`src/rtl/coin_pkg.sv`:
```
// Shared definitions for the coin dispense sequencer: FSM state encoding,
// datapath widths and a saturating decrement for the coin counter.
package coin_pkg;

    localparam int ANGLE_W = 9;
    localparam int COUNT_W = 4;
    localparam int DWELL_W = 26;

    typedef enum logic [1:0] {
        IDLE    = 2'd0,
        PUSH    = 2'd1,
        RETRACT = 2'd2,
        DONE    = 2'd3
    } state_t;

    // Decrement that sticks at zero so the coin counter can never underflow.
    function automatic logic [COUNT_W-1:0] dec_sat(input logic [COUNT_W-1:0] value);
        return (value == '0) ? '0 : value - 1'b1;
    endfunction

endpackage

```
`src/rtl/coin_dispense_seq_dwell_timer.sv`:
```
// Dwell timer for one servo phase. The count restarts from zero on every
// start pulse and advances only while enabled. expired is high during the
// last cycle of a DWELL_CYCLES-long phase. The counter holds at that value
// rather than wrapping.
module dwell_timer
    import coin_pkg::*;
#(
    parameter int DWELL_CYCLES = 25_000_000
) (
    input  logic clk,
    input  logic clr_n,
    input  logic start,
    input  logic en,
    output logic expired
);

    localparam logic [DWELL_W-1:0] LAST_COUNT = DWELL_W'(DWELL_CYCLES - 1);

    logic [DWELL_W-1:0] count_reg;

    // Count cycles spent in the current phase; restart on every state entry.
    always_ff @(posedge clk or negedge clr_n) begin
        if (!clr_n) begin
            count_reg <= '0;
        end else if (start) begin
            count_reg <= '0;
        end else if (en && (count_reg != LAST_COUNT)) begin
            count_reg <= count_reg + 1'b1;
        end
    end

    assign expired = (count_reg == LAST_COUNT);

endmodule

```
`src/rtl/coin_dispense_seq.sv`:
```
// Coin dispense sequencer: for a request of k coins the servo is swung to
// PUSH_ANGLE and back to REST_ANGLE k times, each phase lasting DWELL_CYCLES,
// followed by a one-cycle done pulse. All outputs are registered and change
// together with the state.
// Optional feature: define COIN_SEQ_ABORT_EN to add the abort input, which
// sends the servo home and ends the request after one retract phase.
module coin_dispense_seq
    import coin_pkg::*;
#(
    parameter int DWELL_CYCLES = 25_000_000,
    parameter int PUSH_ANGLE   = 90,
    parameter int REST_ANGLE   = 0
) (
    input  logic               clk,
    input  logic               clr_n,
`ifdef COIN_SEQ_ABORT_EN
    input  logic               abort,
`endif
    input  logic               req_valid,
    input  logic [COUNT_W-1:0] req_count,
    output logic               req_ready,
    output logic [ANGLE_W-1:0] angle,
    output logic               busy,
    output logic               done,
    output logic [COUNT_W-1:0] coins_left
);

    localparam logic [ANGLE_W-1:0] PUSH_A = ANGLE_W'(PUSH_ANGLE);
    localparam logic [ANGLE_W-1:0] REST_A = ANGLE_W'(REST_ANGLE);

    state_t             state_reg;
    logic [ANGLE_W-1:0] angle_reg;
    logic               ready_reg;
    logic               busy_reg;
    logic               done_reg;
    logic [COUNT_W-1:0] coins_reg;

    logic               timer_start;
    logic               timer_en;
    logic               timer_expired;
    logic [COUNT_W-1:0] retract_coins;
    logic [COUNT_W-1:0] retract_coins_dec;
    logic               push_abort;

    dwell_timer #(
        .DWELL_CYCLES (DWELL_CYCLES)
    ) u_dwell_timer (
        .clk     (clk),
        .clr_n   (clr_n),
        .start   (timer_start),
        .en      (timer_en),
        .expired (timer_expired)
    );

    // Abort effects: in PUSH it cuts the stroke short; in RETRACT it shrinks
    // the remaining work to the coin currently being retracted.
    always_comb begin
        push_abort    = 1'b0;
        retract_coins = coins_reg;
`ifdef COIN_SEQ_ABORT_EN
        push_abort = abort;
        if (abort) begin
            retract_coins = COUNT_W'(1);
        end
`endif
        retract_coins_dec = dec_sat(retract_coins);
    end

    // Timer restart strobe: asserted on every edge that changes the state,
    // so each phase starts counting from zero.
    always_comb begin
        timer_start = 1'b0;
        timer_en    = (state_reg == PUSH) || (state_reg == RETRACT);
        case (state_reg)
            IDLE:    timer_start = req_valid;
            PUSH:    timer_start = timer_expired || push_abort;
            RETRACT: timer_start = timer_expired;
            DONE:    timer_start = 1'b1;
            default: timer_start = 1'b1;
        endcase
    end

    // Sequencer FSM; outputs are updated on the same edge as the state.
    always_ff @(posedge clk or negedge clr_n) begin
        if (!clr_n) begin
            state_reg <= IDLE;
            angle_reg <= REST_A;
            ready_reg <= 1'b1;
            busy_reg  <= 1'b0;
            done_reg  <= 1'b0;
            coins_reg <= '0;
        end else begin
            done_reg <= 1'b0;
            case (state_reg)
                IDLE: begin
                    if (req_valid) begin
                        ready_reg <= 1'b0;
                        busy_reg  <= 1'b1;
                        if (req_count == '0) begin
                            state_reg <= DONE;
                            done_reg  <= 1'b1;
                            coins_reg <= '0;
                        end else begin
                            state_reg <= PUSH;
                            angle_reg <= PUSH_A;
                            coins_reg <= req_count;
                        end
                    end
                end
                PUSH: begin
                    if (push_abort) begin
                        state_reg <= RETRACT;
                        angle_reg <= REST_A;
                        coins_reg <= COUNT_W'(1);
                    end else if (timer_expired) begin
                        state_reg <= RETRACT;
                        angle_reg <= REST_A;
                    end
                end
                RETRACT: begin
                    if (timer_expired) begin
                        coins_reg <= retract_coins_dec;
                        if (retract_coins_dec == '0) begin
                            state_reg <= DONE;
                            done_reg  <= 1'b1;
                        end else begin
                            state_reg <= PUSH;
                            angle_reg <= PUSH_A;
                        end
                    end else begin
                        coins_reg <= retract_coins;
                    end
                end
                DONE: begin
                    state_reg <= IDLE;
                    ready_reg <= 1'b1;
                    busy_reg  <= 1'b0;
                end
                default: begin
                    state_reg <= IDLE;
                    angle_reg <= REST_A;
                    ready_reg <= 1'b1;
                    busy_reg  <= 1'b0;
                    coins_reg <= '0;
                end
            endcase
        end
    end

    assign angle      = angle_reg;
    assign req_ready  = ready_reg;
    assign busy       = busy_reg;
    assign done       = done_reg;
    assign coins_left = coins_reg;

endmodule

```
`config.mk`:
```
export PLATFORM = sky130hd
export DESIGN_NAME = coin_dispense_seq
export DESIGN_NICKNAME = d
export VERILOG_FILES = /design/src/rtl/coin_pkg.sv /design/src/rtl/coin_dispense_seq_dwell_timer.sv /design/src/rtl/coin_dispense_seq.sv
export SDC_FILE = /design/constraint.sdc
export NUM_CORES = 1
export LEC_CHECK = 0
export BUFFER_PORTS_ARGS = -buffer_cell sky130_fd_sc_hd__buf_4
export CORE_MARGIN = 4
export CORE_UTILIZATION = 41
export DETAILED_ROUTE_END_ITERATION = 6
export SLEW_MARGIN = 15
export SYNTH_ARGS = -nofsm -noshare
export SYNTH_HDL_FRONTEND = slang
export SYNTH_SLANG_ARGS = --single-unit
```
`constraint.sdc`:
```
create_clock -name clk -period 5.7 [get_ports clk]
set_clock_uncertainty 0.1 [all_clocks]
set_input_delay 0.285 -clock clk [delete_from_list [all_inputs] [get_ports clk]]
set_output_delay 0.285 -clock clk [all_outputs]
set_load 0.02 [all_outputs]
```
# == Word-level counts from Yosys, hierarchy flattened ==
# Cells that the tools add are included.
# word_totals
elab_cells,63
latch_bits,0
in_bits,7
regBits,44
output_inout_bits,16
mem_bits_ro,0
mem_count,0
ram_bits,0
# classes
shifts,0
n_bitwise,0
n_mul,0
div,0
reduce_logical,15
n_lt_le_gt_ge,0
eq_ne,10
muxes,29
n_addsub,2
# op_table
cell,n
2-to-1 mux 26 bit,2
2-to-1 mux 9 bit,5
case mux 9 bit (3 select lines),1
adder 26 x 1 -> 26 bit (second input constant),1
equality test 26 x 25 -> 1 bit (second input constant),1
!= test 26 x 25 -> 1 bit (second input constant),1
2-to-1 mux 4 bit,4
zero test 4 bit,3
2-to-1 mux 2 bit,5
!= test 2 bit (second input constant),5
case mux 2 bit (4 select lines),1
case mux 4 bit (2 select lines),1
2-to-1 mux 1 bit,6
case mux 1 bit (2 select lines),3
AND reduction 3 bit,2
AND reduction 6 bit,1
nonzero test 2 bit,3
equality test 2 bit (second input constant),2
subtractor 4 x 1 -> 4 bit (second input constant),1
case mux 1 bit (3 select lines),1
nonzero test 3 bit,1
equality test 2 x 1 -> 1 bit (second input constant),1
zero test 2 bit,1
AND reduction 2 bit,1
other kinds (3),3

# == Longest topological paths before layout ==
# Gate-level depths: netlist of the first run.
# depth
ltp_word,6
mapped_depth,8
depth_no_buf,7

# == Hierarchy ==
# A second synthesis of the first run with hierarchy kept.
# unflattened
cells_unflattened,248
area_unflattened_um2,2293.4
# by_module_without_submodules
mod,instances,area_each_um2,cells_per_inst
dwell_timer,1,1541.5,165
coin_dispense_seq,1,752.0,83

# == Least setup slack after synthesis of the first run ==
# No wires, ideal clock.
# synth_timing
kind,register to register
startpoint,register u_dwell_timer.count_reg[0]
endpoint,"register coins_reg[1], in the netlist coins_left[1]"
period_less_slack_ns,2.091
arrival_ns,1.842
setup_ns,0.149
path_stages_with_launch,8
path_slack_ns,3.609
required_ns,5.451
path_cell_list,dfrtp_1 -> ha_1 -> nand3_1 -> or2_2 -> or3_4 -> buf_6 -> o31ai_1 -> o31ai_1
# synth_between
elab_chain_cells,3
# synth_rtl
element,line_no,text
from (decl),coin_dispense_seq_dwell_timer.sv:19,logic [DWELL_W-1:0] count_reg;
from (signal assigned),coin_dispense_seq_dwell_timer.sv:28,count_reg <= count_reg + 1'b1;
equality test 26 x 25 -> 1 bit,coin_dispense_seq_dwell_timer.sv:32,assign expired = (count_reg == LAST_COUNT);
!= test 2 bit (no line),n/a,
AND reduction 3 bit (no line),n/a,
to (signal assigned),coin_dispense_seq.sv:106,coins_reg <= req_count;
to (signal assigned),coin_dispense_seq.sv:122,coins_reg <= retract_coins_dec;
to (signal assigned),coin_dispense_seq.sv:131,coins_reg <= retract_coins;
to (decl),coin_dispense_seq.sv:36,logic [COUNT_W-1:0] coins_reg;
# Every way passes these cells.
# A chain may end at the register's enable or synchronous reset.

# == Final worst setup path of the first run ==
# layout_timing
startpoint,register u_dwell_timer.count_reg[0]
endpoint,register u_dwell_timer.count_reg[25]
# layout_between
elab_chain_cells,3
elab_cells_between_ends,8
cone_classes,add/sub (1); eq/ne (2); mux (3); reduce/logical (2)
# layout_rtl
element,line_no,text
adder 26 x 1 -> 26 bit (tied with other cells),coin_dispense_seq_dwell_timer.sv:28,
2-to-1 mux 26 bit (tied with other cells),coin_dispense_seq_dwell_timer.sv:27,end else if (en && (count_reg != LAST_COUNT)) begin
2-to-1 mux 26 bit or nonzero test 2 bit (tied branches),n/a,
# Several ways; a longest one is shown, not always the timed one. The select of a mux whose other input is x is not followed.

==> results of run 1 <==
## kinds of logic after synthesis
family / count (synthesis)
flops: 36
mux: 6
simple gates: 128
xor+xnor: 15
compound gates: 41
fa+ha+maj: 5
buf+inv: 26
other cells: 1
## cells in the final DEF (no fill, tap or decap), types with 2 or more instances in the layout
master	synthesis	routed
sky130_fd_sc_hd__inv_1	10	10
sky130_fd_sc_hd__and3_1	2	2
sky130_fd_sc_hd__or3_4	2	2
sky130_fd_sc_hd__nor2b_1	4	4
sky130_fd_sc_hd__ha_1	5	5
sky130_fd_sc_hd__nor2_1	37	37
sky130_fd_sc_hd__clkbuf_1	4	2
sky130_fd_sc_hd__o31ai_1	4	4
sky130_fd_sc_hd__and2_1	2	2
sky130_fd_sc_hd__or2_2	2	2
sky130_fd_sc_hd__a21oi_1	6	6
sky130_fd_sc_hd__dfrtp_1	35	35
sky130_fd_sc_hd__o2bb2ai_1	4	4
sky130_fd_sc_hd__a31oi_1	3	3
sky130_fd_sc_hd__or4_1	3	3
sky130_fd_sc_hd__nand3_1	15	15
sky130_fd_sc_hd__conb_1	1	5
sky130_fd_sc_hd__nand4_1	9	9
sky130_fd_sc_hd__a32o_1	2	2
sky130_fd_sc_hd__clkbuf_8	0	5
sky130_fd_sc_hd__o21ai_0	12	12
sky130_fd_sc_hd__o21a_1	2	2
sky130_fd_sc_hd__nor4_4	2	2
sky130_fd_sc_hd__xor2_1	8	8
sky130_fd_sc_hd__xnor2_1	7	7
sky130_fd_sc_hd__nand2_1	27	27
sky130_fd_sc_hd__nor4_1	9	9
sky130_fd_sc_hd__mux2i_1	5	5
sky130_fd_sc_hd__nor3_1	8	8
sky130_fd_sc_hd__buf_4	8	17
## metal layers
layer	vias to the layer above	wire length [um]
met4	0	48
met3	5	184
met1	880	2570
met2	45	2110
met5	-	0
li1	926	-
## layout make-up
class / count / area, um^2
Timing Repair Buffer: 18 / 138
Tap cell: 70 / 87.6
Clock inverter: 1 / 5.00
Inverter: 10 / 37.5
Clock buffer: 7 / 76.3
Fill cell: 527 / 2740
Sequential cell: 36 / 902
Multi-Input combinational cell: 200 / 1220
## metrics by stage
step                cells  worst slack, ps  hold slack (ps)  utilization [%]  power [uW]
floorplan             262             3610             -111                -         267
global placement      333             3270              176             45.6         274
detailed placement    333             3240              178             45.6         274
CTS                   342             3250              155             47.4         449
global route          342             2980              172             47.4         462
finish                342             3250              159             47.4         444
## worst max-delay path by stage
stage,from,endpoint
after floorplan,u_dwell_timer.count_reg[0],coins_left[1]
after global placement,u_dwell_timer.count_reg[0],u_dwell_timer.count_reg[21]
after detailed placement,u_dwell_timer.count_reg[0],u_dwell_timer.count_reg[25]
after CTS,u_dwell_timer.count_reg[0],u_dwell_timer.count_reg[8]
after global routing,state_reg[1],u_dwell_timer.count_reg[20]
final,u_dwell_timer.count_reg[0],u_dwell_timer.count_reg[25]
## critical path: stages, from the launching register on
cell and delay [ps]:
sky130_fd_sc_hd__dfrtp_1 420, sky130_fd_sc_hd__ha_1 240, sky130_fd_sc_hd__nand3_1 100, sky130_fd_sc_hd__or2_2 330
sky130_fd_sc_hd__or3_4 500, sky130_fd_sc_hd__o31ai_4 530, sky130_fd_sc_hd__nor2_1 100
## power by group
part | leakage, uW | total [uW] | internal (uW) | switching [uW]
Sequential | 0.000475 | 255 | 255 | 0
Combinational | 0.000556 | 13.9 | 3.75 | 10.2
Clock | 0.0000422 | 174 | 85.8 | 88.5
==> results, run 1 <==
- The run finished with clean final reports.
- The count of routing violations after the opening detailed-route iteration is 141.
- The number of hold buffers added after CTS was 1.
- Clock latency on the worst-skew pair, taken at its later pin, is between 200 and 300 ps.
- In this run the standard cell core region covers 5200 um^2.
- The sort of element at the end of the critical path is a register.
- The startpoint identified for the worst hold timing path is req_count[2].
- In this run the worst hold path is classified as in2reg.
- The worst register-to-register path has a setup slack of roughly 3200 ps.
- The total overflow left after global routing is 0.
- In the synthesized netlist, mux cells make up 2.72% of the area.
- The met1 usage in global routing is about 24%.
- Yosys attributes the largest share of cell area to sky130_fd_sc_hd__dfrtp_1 (39%), sky130_fd_sc_hd__nor2_1 (6.2%), sky130_fd_sc_hd__nand2_1 (4.5%).
- Entering global routing, the biggest net connects 37 pins.
- Dividing the detail-routed wire length by the instance count gives 14.4 um.
- Data on the critical path arrives at its endpoint at approximately 2500 ps.
- The analysis attributes to cell leakage a power of between 0.001 and 0.0015 uW.
- The share of Yosys cell area claimed by the top area cell type is 38.9%.
- The register with the most flip-flops in the layout has 26 of them.
- Global routing used between 20% and 30% of the available met2 tracks.
- The clock sink count is 36.
- The most numerous cell in the Yosys netlist is sky130_fd_sc_hd__nor2_1.
- The total setup buffers inserted after CTS is 0.
- The cell area that synthesis handed to floorplanning was 2250 um^2.
- The share of the synthesized area in compound gates (AO/OA/AOI/OAI) is 12.6%.
- The fraction of registers with async set/reset is 100%.
- The synthesized area divided by synthesized cell count is just under 9 um^2.
- The clock tree from TritonCTS is yes.
- The number of distinct library cell variants in the gate-level netlist after synthesis is 47.
- The relative area change from synthesis to final layout is 9.51%.
- The maximum buffer depth of the clock tree is 2.
- The global-route usage over all layers is between 10% and 20%.
- The detail route stage leaves a number of antenna-violating nets equal to 0.
- The die extent in y is 82.1 um.
- The xor-xnor portion of the synthesized cell area is around 6%.
- The number of global-route vias before repair is 1755.
- The pre-antenna-repair detailed-routing pass consisted of 4 iterations.
- The worst hold path passes through 3 cells.
- The tree is rooted in a sky130_fd_sc_hd__clkbuf_8.
- For this run, the leading register cell type out of synthesis is sky130_fd_sc_hd__dfrtp_1.
- The worst-margin pin slew is between 800 and 900 ps.
- The tool flagged a number of max-cap violations equal to 0.
- The category of the critical setup timing path is reg2reg.
- The number of instances in the synthesized netlist is around 260.
- Buffers inserted during clock tree synthesis total 5.
- The initial antenna violation count is 0.
- The startpoint class of the critical path is a register.
- The starting density of the core is 43.2%.
- The number of endpoints failing setup at the final stage is 0.
- The synthesized netlist devotes between 20% and 30% of its cell area to simple gates.
- The number of antenna diodes is 0.
- The post-place instance area is 2370 um^2.
- The total I/O pin count is 23.
- After routing the design area is ~2500 um^2.
- Summed over all failing endpoints, the final setup total negative slack is 0 ps.
- Global routing consumed, on the met3 layer, under 10% of the routing resources.
- The post-route netlist has roughly an eighth of its cells at a drive strength greater than 1.
- Port buffering added 17 buffers.
- The number of gates resized after cts is 0.
- After detailed routing, the number of vias per cell comes to ~5.4.
- Setup repair after global routing left no endpoint under its margin.
- The final hold violation count came to 0.
- Counting instances in the post-synthesis netlist gives the leading cell types as sky130_fd_sc_hd__nor2_1 (37), sky130_fd_sc_hd__dfrtp_1 (35), sky130_fd_sc_hd__nand2_1 (27), sky130_fd_sc_hd__nand3_1 (15), sky130_fd_sc_hd__o21ai_0 (12).
- The sequential-to-total area share from yosys stat is ~40%.
- The beginning of the worst register-to-register path is u_dwell_timer.count_reg[0].
- The final weighted congestion in routability-driven placement is 0.895.
- The synthesized design contains 36 register bits.
- In this run, synthesis inferred 0 flip-flops with an integrated enable.
- After synthesis, the largest family of logic cells by area is simple AND/OR/NAND/NOR gates.
- The number of max-slew violations in the final report is 0.
- The total power per unit cell area is about 180 nW/um^2.
- The remaining design rule violation count is 0.
- After clock tree synthesis, the clock-pin slew on the worst setup and hold paths is approximately 70 ps.
- The worst register-to-register path ends at u_dwell_timer.count_reg[25].
- Summed over all nets, the half-perimeter wirelength after detailed placement is 3.55 mm.
- The peak fanout along the critical path is 12.
- The sink of the worst hold path is coins_left[2].
- The number of core rows is 26.
- Detailed routing inserted a total of about 1900 vias.
- The max-slew headroom at the worst pin is about two fifths.
- Counting cells, the worst reg-to-reg path comes to 6.
- Static timing analysis puts the maximum clock frequency at 408 MHz.
- The die covers between 6000 and 7000 um^2.
- IR analysis of the VDD net gives a maximum drop of between 0.00009 and 0.0001 V.
- During synthesis, Yosys emitted a total of 0 warnings.
- The data required time at the worst endpoint is approximately 5800 ps.
- The die span in x is between 80 and 90 um.
- The H-tree level count is 2.
- The total wirelength of the detailed-routed design is between 4 and 5 mm.
- The total number of nets in the final design is roughly 280.
- The global-route wire length before repair is roughly 8.6 mm.
- Of the available clock period, the critical path in the final layout requires a little over two fifths.
- The routed design could run at a clock period as short as 2450 ps.
- The top cell type by total area after synthesis is sky130_fd_sc_hd__dfrtp_1.
- The routing layer with the top usage in global route is met2.
- The post-synthesis share of cell area spent on full adders, half adders and majority gates is around 2.8%.
Power figures use the tool's default switching activity.
==> inputs of run 2 (changes only) <==
Clock period 5.7 ns to 2.3 ns, I/O delays scaled along.
==> run 2 against run 1 <==
Net effect:
- sequential power is 150% higher
- final cell count is 4.7% higher
- worst hold slack worse by 130 ps
- wire length is 2.3% higher
- final area is 5.9% higher
- count of clock-buffer cells in the layout is 1 higher
- combinational power grew to 2.6 times the previous value
- register-to-register slack worse by 3100 ps
- via count is 1.9% higher
- setup slack worse by 3100 ps
- largest cell class unchanged
==> results, run 2 (same netlist as run 1, synthesis figures left out) <==
- The run finished with clean final reports.
- The number of vias in the routed layout is between 1500 and 2000.
- The startpoint class of the critical path is a register.
- The worst vdd rail ir drop is just under 0.0002 V.
- Summing all placed instances gives a cell area of approximately 2500 um^2.
- The number of core rows is 26.
- After floorplanning, the core was sized to cover around 5200 um^2.
- After routing, the total negative slack on setup checks comes to 0 ps.
- The path class of the lowest-slack min-delay path is in2reg.
- The HPWL reported at the end of detailed placement is 3.71 mm.
- From synthesis to final layout, the design area changed by 16.0%.
- The signal arrival time at the worst endpoint is 2240 ps.
- The overall power is around 1200 uW.
- The total power per unit cell area is approximately 440 nW/um^2.
- Along the worst path, the maximum fanout reaches 12.
- The library cell used most frequently in the layout, excluding fill and tap cells, is sky130_fd_sc_hd__nor2_1.
- Once placement completed, the tool counted placed cells totaling around 350.
- The critical path is of the reg2reg type.
- The register with the most flip-flops in the layout has 26 of them.
- Setup repair after global routing left no endpoint under its margin.
- Setup violations remaining at the end of the flow were counted as 0.
- The share of final-layout standard cells stronger than drive strength 1 is 17.4%.
- After clock tree synthesis, the clock-pin slew on the worst setup and hold paths is 70 ps.
- The starting density of the core is a little over two fifths.
- The number of max-capacitance violations reported is 0.
- The library cells used most frequently in the layout, excluding fill and tap cells, are sky130_fd_sc_hd__nor2_1 (37), sky130_fd_sc_hd__dfrtp_1 (35), sky130_fd_sc_hd__buf_4 (31).
- In this run the deepest clock path goes through 2 buffers.
- For this design the top-level I/O count stands at 23.
- The number of vias per cell is 5.28.
- The share of the cycle needed by the critical path after routing is between 90% and 100%.
- The final weighted congestion in routability-driven placement is around 0.84.
- The detailed router finished its first iteration with 184 violations.
- The clock tree from TritonCTS is yes.
- Measured against its own limit, the worst slew margin works out to ~63%.
- The worst setup path is captured at a register.
- After detailed routing, the number of remaining DRC violations is 0.
- The first global-routing pass estimated 8.65 mm of wire.
- The tightest hold margin is around 26 ps.
- For the pin with the worst max-slew slack, the measured transition is about 540 ps.
- Measured along the y axis, the die boundary spans 82.1 um.
- The total setup buffers inserted after CTS is 0.
- The insertion delay of the later-clocked pin in the worst-skew pair is 280 ps.
- Input and output buffers added on the ports amount to 17.
- The number of max-slew violations in the final report is 0.
- Dividing the detail-routed wire length by the instance count gives roughly 14 um.
- The clock sink count is 36.
- The static power due to leakage is roughly 0.0012 uW.
- The total overflow left after global routing is 0.
- The floorplan die area is 6740 um^2.
- The root buffer cell chosen for the clock tree is sky130_fd_sc_hd__clkbuf_8.
- STA puts the critical path data required time at 2370 ps.
- The detail route stage leaves a number of antenna-violating nets equal to 0.
- The final hold violation count is 0.
- For this run, the total global-route usage over all layers was measured as between 10% and 20%.
- The number of global-route vias before repair is 1823.
- The total number of nets in the final design is between 200 and 300.
- The number of buffers created by CTS is 5.
- The H-tree was split into 2 levels.
- The iteration count of the initial detailed-routing pass is 4.
- The clock period minus final worst setup slack is 2170 ps.
- 0 antenna diodes ended up in the layout.
- The total wirelength of the detailed-routed design is roughly 5 mm.
- The die is between 80 and 90 um wide.
- After routing the design area is 2610 um^2.
- The pin count of the biggest net entering global routing is 37.
- The number of non-filler instances in the completed layout is about 360.
- The initial antenna violation count was 0.
- The highest achievable clock rate is 461 MHz.
-- run 2: changes by cell type in the layout (fill, tap and decap cells not counted), sizes merged --
cell / change
buf: +15
clkbuf: +1
clkinv: -1
dlygate4sd3: +1
-- run 2: final cells by class --
cell class,count,area (um^2)
Fill cell,491,2590
Inverter,10,37.5
Sequential cell,36,902
Tap cell,70,87.6
Multi-Input combinational cell,200,1220
Timing Repair Buffer,34,264
Clock buffer,8,100
-- run 2: timing repair --
item                                   in CTS  in global routing
setup endpoints to repair                   0                 12
resized for setup                           0                  1
hold buffers                                2                  0
endpoints found under the hold margin      36                  0
-- run 2: worst paths after layout --
check / startpoint / endpoint / slack, ps / depth (start not counted)
setup / recovery: u_dwell_timer.count_reg[1] / u_dwell_timer.count_reg[18] / 130 / 7
hold / removal: req_count[3] / coins_left[3] / 30 / 3
setup reg to reg: u_dwell_timer.count_reg[1] / u_dwell_timer.count_reg[18] / 130 / 7
hold reg to reg: req_ready / req_ready / 410 / 2
max in group asynchronous: clr_n / req_ready / 1520 / 2
min in group asynchronous: clr_n / done / 240 / 2
-- run 2: metal layers --
layer	wire length, um	global-route usage [%]
met2	2260	26.7
met4	59	4.15
met1	2500	22.8
met3	204	3.90
met5	0	0
-- run 2: per-stage QoR --
stage | util (%) | worst slack, ps
after floorplan | - | 209
after global placement | 47.8 | 146
after detailed placement | 47.8 | 94.3
after CTS | 50.1 | 85.2
after global routing | 50.1 | 11.7
final | 50.1 | 131
-- run 2: power breakdown --
part           switching [uW]  total (uW)  internal (uW)
sequential                  0         633            633
combinational            25.5        35.9           10.4
clock                     218         491            273
total                     243        1160            917
-- run 2: worst max-delay path, stage by stage (launching register included) --
cell,delay (ps)
sky130_fd_sc_hd__dfrtp_1,400
sky130_fd_sc_hd__ha_1,190
sky130_fd_sc_hd__nand3_1,90
sky130_fd_sc_hd__or2_2,330
sky130_fd_sc_hd__or3_4,470
sky130_fd_sc_hd__o31ai_4,250
sky130_fd_sc_hd__buf_6,180
sky130_fd_sc_hd__nor2_1,60
==> inputs of run 3 (changes only) <==
Settings changed: REMOVE_ABC_BUFFERS set to 1.
Clock period 2.3 ns to 1.9 ns, I/O delays scaled along.
==> run 3 against run 2 <==
Net effect:
- the run now ends with negative setup slack left
- core utilization rose by 10 points
- clock power rose by 8.8%
- non-clock buffer count increased by 52
- combinational power is 26% higher
- setup slack got worse by 210 ps
- via count rose by 12%
- highest routed layer unchanged
==> results, run 3 (same netlist as run 1, synthesis figures left out) <==
- The depth of the worst register-to-register path is 6.
- The number of global-route vias before repair is 2047.
- The share of the cycle needed by the critical path after routing is 104%.
- The floorplan step set the die width to slightly above 80 um.
- The first detailed-routing pass took 4 iterations.
- After floorplanning, the core was divided into 26 placement rows.
- The number of endpoints failing setup at the final stage is 26.
- The flop-to-flop setup slack is -80 ps.
- The count of buffers added on input and output ports is 17.
- For this design the ratio of total power to cell area is 428 nW/um^2.
- The share of final-layout standard cells stronger than drive strength 1 is a little over a third.
- The library cells used most frequently in the layout, excluding fill and tap cells, are sky130_fd_sc_hd__buf_4 (78), sky130_fd_sc_hd__nor2_1 (36), sky130_fd_sc_hd__dfrtp_1 (35).
- The HPWL reported at the end of detailed placement is approximately 4.2 mm.
- The clock period minus final worst setup slack is 1980 ps.
- The launch point of the worst path is u_dwell_timer.count_reg[10].
- The tightest hold margin is around 27 ps.
- The startpoint class of the critical path is a register.
- The total number of nets in the final design is about 350.
- The initial antenna violation count came to 0.
- Clock tree synthesis found a total of 36 sinks.
- The final weighted congestion in routability-driven placement is 0.841.
- The clock tree from TritonCTS is yes.
- The die extent in y is around 80 um.
- The run finished, with violations left.
- STA puts the critical path data arrival time at slightly above 2000 ps.
- From synthesis to final layout, the design area changed by 39.5%.
- In the post-route analysis, the smallest setup slack over all paths is -77.6 ps.
- The floorplan step defined a die boundary enclosing around 6700 um^2.
- The repair_antennas step left the layout with diodes totalling 0.
- The insertion delay of the later-clocked pin in the worst-skew pair is about 300 ps.
- STA classifies the critical path endpoint as a register.
- Setup repair after global routing could not meet its margin everywhere.
- Leaving out fill and tap cells, the most frequent cell in the layout is sky130_fd_sc_hd__buf_4.
- In this run the worst setup path terminates at u_dwell_timer.count_reg[14].
- The total wirelength of the detailed-routed design is between 5 and 6 mm.
- The final hold violation count came to 0.
- Buffers inserted during clock tree synthesis total 5.
- The total congestion overflow after global routing is 0.
- The buffer type at the clock tree root is sky130_fd_sc_hd__clkbuf_8.
- The H-tree level count is 2.
- The delay of the slowest cell on the worst path is ~400 ps.
- The number of vias in the routed layout is around 2100.
- At the pin with the least slew margin, the transition time is 526 ps.
- The endpoint identified for the worst register-to-register timing path is u_dwell_timer.count_reg[14].
- The number of max-slew violations in the final report was 0.
- For this run, the number of standard cells in the final layout without fillers is 409.
- Dividing the detail-routed wire length by the instance count gives about 14 um.
- The worst vdd rail ir drop is 0.000352 V.
- In the final timing run, aggregate negative setup slack is -1070 ps.
- The starting density of the core is approximately 43%.
- The max-slew headroom at the worst pin is 64.6%.
- Of all nets on the critical path, the largest fanout is 12.
- The path class of the lowest-slack min-delay path is in2reg.
- Walking the worst path, the cells encountered are nor4_2, nand4b_1, or3_4, o31ai_4, buf_12, nor2_1.
- Dividing the detail-routed via count by the number of cells gives just over 5.
- The critical path is of the reg2reg type.
- In this run the deepest clock path goes through 2 buffers.
- The slowest stage of the critical path belongs to the cell sky130_fd_sc_hd__dfrtp_1.
- 23 I/O pins were placed.
- The area of the core region is 5200 um^2.
- The number of filler cells placed in the layout is between 400 and 500.
- The register clock-pin slew on the reported worst setup and hold paths is around 80 ps.
- The global-route usage over all layers is approximately a fifth.
- The static power due to leakage is 0.00147 uW.
- Once placement completed, the tool counted placed cells totaling 392.
- The highest achievable clock rate is between 500 and 600 MHz.
- The remaining design rule violation count is 0.
- For the worst setup path, the data required time is between 1500 and 2000 ps.
- The checks that failed: negative setup slack.
- The count of routing violations after the opening detailed-route iteration is approximately 180.
- The number of flip-flops in the largest register is 26.
- Entering global routing, the biggest net connects 37 pins.
- The first global-routing pass estimated 9.60 mm of wire.
- The final antenna-violating net count is 0.
- The worst register-to-register path begins at u_dwell_timer.count_reg[10].
- Max-cap violations in this run came to 0.
==> run 3: cell types whose count changed in the layout (fill, tap and decap cells not counted), sizes merged <==
cell | before | now
buf | 32 | 83
clkbuf | 8 | 6
clkinv | 0 | 1
dlygate4sd3 | 2 | 3
==> run 3: what timing repair did <==
| action | CTS | global route |
|---|---|---|
| hold endpoints to repair | 37 | 0 |
| cloned | 0 | 0 |
| resized for setup | 16 | 18 |
| endpoints found under the setup margin | 30 | 33 |
| pin swaps | 11 | 9 |
| buffers inserted | 6 | 1 |
| hold buffers | 3 | 0 |
==> run 3: final cells by class <==
| class | instances | area [um^2] | share of cell area, % |
|---|---|---|---|
| clock inverters | 1 | 5.00 | 0.159 |
| well taps | 70 | 87.6 | 2.79 |
| repair buffers | 86 | 689 | 22.0 |
| flip-flops and latches | 36 | 902 | 28.7 |
| clock buffers | 6 | 72.6 | 2.31 |
| multi-input cells | 200 | 1350 | 42.9 |
| inverters | 10 | 37.5 | 1.20 |
==> run 3: how the worst min path moves through the flow <==
stage	startpoint	slack, ps	cells past startpoint	to
finish	req_count[3]	30	3	coins_left[3]
floorplan	clr_n	-300	0	angle[4]
detailed placement	clr_n	-8	1	state_reg[0]
global route	req_count[1]	30	4	done
CTS	req_count[3]	30	3	coins_left[3]
global placement	clr_n	-10	1	state_reg[0]
==> run 3: worst max-delay path: cells and delay by family (launching register included) <==
| family | cells | cell delay [ps] |
|---|---|---|
| DFF | 1 | 400 |
| buffers and inverters | 1 | 170 |
| and+or+nand+nor | 4 | 920 |
| AOI/OAI and AO/OA | 1 | 270 |
==> run 3: where the power goes <==
group | total (uW) | internal [uW] | switching (uW) | leakage, uW
registers | 766 | 766 | 0 | 0.000475
logic | 45.1 | 13.9 | 31.2 | 0.000956
clock network | 534 | 250 | 285 | 0.0000410
total | 1350 | 1030 | 316 | 0.00147
==> run 3: metrics by stage <==
stage | util [%] | instance area, um^2 | setup WS [ps] | total power (uW)
detailed placement | 54.6 | 2840 | -208 | 822
finish | 60.3 | 3140 | -77.6 | 1350
global route | 60.3 | 3140 | -159 | 1390
floorplan | - | 2160 | -271 | 793
global placement | 54.6 | 2840 | -149 | 822
CTS | 58.5 | 3050 | -105 | 1350
==> run 3: metal layers <==
metal | vias to the layer above | share of wire, % | track usage, %
li1 | 1063 | - | -
met1 | 1011 | 48 | 25.3
met2 | 36 | 47 | 29.3
met3 | 11 | 3.7 | 3.58
met4 | 0 | 1.5 | 7.14
met5 | - | 0 | 0
